**src/rtl/panda_srgate.sv**
```systemverilog
// panda_srgate: edge-triggered set/reset gate for the bit bus; SRGATE_CHANGE_PULSE_EN adds a chg_o pulse after each out_o change.
module panda_srgate #(
  parameter logic OUT_RESET_VAL = 1'b0
) (
  input  logic clk_i,
  input  logic reset_n_i,
  input  logic set_i,
  input  logic rst_i,
  input  logic SET_EDGE,
  input  logic RESET_EDGE,
  input  logic FORCE_SET,
  input  logic FORCE_RESET,
`ifdef SRGATE_CHANGE_PULSE_EN
  output logic chg_o,
`endif
  output logic out_o
);
  logic out_q, out_d, set_prev_q, set_prev_d, rst_prev_q, rst_prev_d, set_evt, rst_evt;
  always_comb begin
    set_evt    = SET_EDGE ? (~set_i & set_prev_q) : (set_i & ~set_prev_q);
    rst_evt    = RESET_EDGE ? (~rst_i & rst_prev_q) : (rst_i & ~rst_prev_q);
    out_d      = FORCE_RESET ? 1'b0 : FORCE_SET ? 1'b1 : rst_evt ? 1'b0 : set_evt ? 1'b1 : out_q;
    set_prev_d = set_i;
    rst_prev_d = rst_i;
  end
  // Previous samples load the live inputs during reset so release never sees an edge.
  always_ff @(posedge clk_i) begin
    if (!reset_n_i) begin
      out_q      <= OUT_RESET_VAL;
      set_prev_q <= set_i;
      rst_prev_q <= rst_i;
    end else begin
      out_q      <= out_d;
      set_prev_q <= set_prev_d;
      rst_prev_q <= rst_prev_d;
    end
  end
  assign out_o = out_q;
`ifdef SRGATE_CHANGE_PULSE_EN
  logic chg_q, chg_d;
  always_comb chg_d = out_d != out_q;
  always_ff @(posedge clk_i) chg_q <= reset_n_i ? chg_d : 1'b0;
  assign chg_o = chg_q;
`endif
endmodule

```
**config.mk**
```make
export PLATFORM = sky130hd
export DESIGN_NAME = panda_srgate
export DESIGN_NICKNAME = d
export VERILOG_FILES = /design/src/rtl/panda_srgate.sv
export SDC_FILE = /design/constraint.sdc
export NUM_CORES = 1
export LEC_CHECK = 0
export CORE_AREA = 2 2 39 41
export DETAILED_ROUTE_END_ITERATION = 16
export DIE_AREA = 0 0 41 43
export PLACE_DENSITY = 0.3
export SLEW_MARGIN = 20
export SYNTH_ARGS = -nofsm -noshare
export SYNTH_HDL_FRONTEND = slang
export SYNTH_SLANG_ARGS = --single-unit
```
**constraint.sdc**
```tcl
create_clock -name clk_i -period 1.5 [get_ports clk_i]
set_clock_uncertainty 0.1 [all_clocks]
set_input_delay 0.45 -clock clk_i [delete_from_list [all_inputs] [get_ports clk_i]]
set_output_delay 0.45 -clock clk_i [all_outputs]
set_load 0.05 [all_outputs]
```
==> reports/qor.txt <==
Switch share - 0.231
Sw Pwr - 0.0654 mW
Type of origin of the critical path - input port
Min Tclk post-route - 1440 ps
Setup TNS - 0 ps
Clock power share - 0.507
Cell Area, Synth - 111 µm²
Die Y - 43 µm
I/O pins - 9
Worst-margin pin slew - 260 ps
Remaining antenna violation count - 0
Fin. max-slew vios - 0
Seq cells post-synth - 3
Share of power burned in registers - 0.312
Ys Warns - 0
Rows - 14
Final Cycle Share - 0.960
Critical Path RT - 1510 ps
F_max - 694 MHz
Setup Buffers After CTS - 0
Initial DRC count - 4
Worst-path clk slew - 40 ps
Port Buffers - 8
Final instance area - 289 µm²
Hold WC Path Type - input port to flop
Critical path fanouts, max - 2
Gate power share - 0.181
Max-cap viol count - 0
Largest family of logic cells by synthesized area - simple AND/OR/NAND/NOR gates
Starting Density - 0.0805
Diode count - 0
Pwr per Cell Area - 979 nW/µm²
Cell count after synthesis - 10
Per-cell routed wire length - 9.77 µm
Vias in the first global route - 158
Largest net degree at the start of global routing - 4
Syn Area/Cell - 11.1 µm²
Num CTS Buffers - 3
Area after DPL - 229 µm²
Leak - 0.112 nW
Layout cell share with drive strength beyond 1 - 0.391
Total core area - 1380 µm²
Maximum VDD drop - 370 µV
Slew headroom - 0.827
Worst slack, placed - -351 ps
Fillers - 148
Final core occ - 0.209
Post-route DRC - 0
TritonCTS clock tree - built
Clock sinks - 3
Clk buf depth - 2
Sequential-to-total area share from yosys stat - 0.539
Outcome - complete, no violations
GRT Overall Usage - 0.0591
Synth Area in XOR/XNOR - 0
DRT Wirelength - 381 µm
Setup crit end kind - flop
Clock network latency to the later pin of the worst-skew pair - 230 ps
Root buf cell - clkbuf_4
RSZ-0062 raised after global routing - false
GP Congestion - 0.549
Mux cell area share after synthesis - 0
Hpwl dp - 242 µm
Final setup fails - 0
Nets - 32
Net Count, Synth - 18
Initial DRT Pass Iterations - 3
Setup CP Type - input port to flop
First-pass GRT wire length - 614 µm
Total gr overflow - 0
Layout area overhead - 160%
Netlist cell types - 8
CTS Hold Buffers Added - 0
Internal Power - 0.218 mW
Final Hold Fails - 0
CTS H-tree lvls - 1
Arrival time at the worst endpoint - 1450 ps
Compound-Gate Fraction of Synth Area - 0.124
DIE AREA - 1760 µm²
Die width - 41 µm
Synth Area in Adders - 0
Worst setup margin - 59.9 ps
Vias/cell - 3.41
Simple-gate share of the synthesized area - 0.337
Via count - 133
Initial antenna violation count - 0
Hold WS - 264 ps
[layout make-up]
class                   count  area (µm²)  share of cell area
repair buffers              9         100               0.346
multi-input cells           7        82.6               0.286
flip-flops and latches      3        60.1               0.208
clock buffers               4        26.3              0.0909
well taps                  16        20.0              0.0693
[Yosys cell counts]
cell,instances,share of area
dfxtp_1,3,0.54
a2111oi_0,1,0.079
a21oi_1,1,0.045
and3b_1,1,0.079
nand3b_1,1,0.067
nor2_1,1,0.034
nor4b_1,1,0.079
or3b_2,1,0.079
[power by group through the flow]
stage | sequential, mW | clock (mW) | combinational [mW]
final | 0.0884 | 0.143 | 0.0512
after global routing | 0.0890 | 0.156 | 0.0546
after CTS | 0.0880 | 0.152 | 0.0463
after detailed placement | 0.0888 | 0 | 0.0412
after global placement | 0.0886 | 0 | 0.0412
after floorplan | 0.0931 | 0 | 0.00660
[layout by cell type (no fill, tap or decap)]
cell type and instances:
dfxtp_1 3, clkbuf_1 1, and3b_1 1, buf_12 1
nor4b_2 1, nor2_1 1, a21oi_2 1, buf_4 1
or3b_4 1, nand3b_1 1, clkbuf_4 3, dlymetal6s2s_1 1
a2111oi_4 1, clkdlybuf4s50_1 6
[path summary, 6_finish.rpt]
path	startpoint	end	slack, ps	cells past startpoint
worst max-delay path	RESET_EDGE	out_o$_SDFFE_PP0P_	60	4
worst min register to register	rst_prev_q$_DFF_P_	out_o$_SDFFE_PP0P_	590	3
worst max register to register	rst_prev_q$_DFF_P_	out_o$_SDFFE_PP0P_	380	3
worst min-delay path	rst_i	rst_prev_q$_DFF_P_	260	1
[worst max-delay path: stages]
cell,delay [ps]
clkdlybuf4s50_1,420
or3b_4,380
a21oi_2,150
nor4b_2,60
[metal layers]
| metal | vias to the layer above | share of wire | track usage |
|---|---|---|---|
| met1 | 60 | 0.37 | 0.0510 |
| li1 | 64 | - | - |
| met4 | 0 | 0 | 0.0400 |
| met3 | 0 | 0.19 | 0.0681 |
| met2 | 9 | 0.44 | 0.0750 |
| met5 | - | 0 | 0 |
[cell families after synthesis]
group / after synthesis
simple gates: 5
flops: 3
compound gates: 2
[through the flow]
stage	total power, mW	instances
6_report	0.283	39
5_1_grt	0.300	39
4_1_cts	0.286	39
3_5_place_dp	0.130	35
3_3_place_gp	0.130	35
2_1_floorplan	0.0997	10
[sequential cells by signal, indices dropped and copies added (netlist names)]
name        count
set_prev_q      1
out_o           1
rst_prev_q      1
[timing repair]
action / in CTS / in global routing
endpoints found under the hold margin: 0 / 0
setup endpoints to repair: 1 / 1
cloned: 0 / 0
pin swaps: 2 / 0
gates resized for setup: 4 / 3
Note: power is estimated with default switching activity, not from simulation.
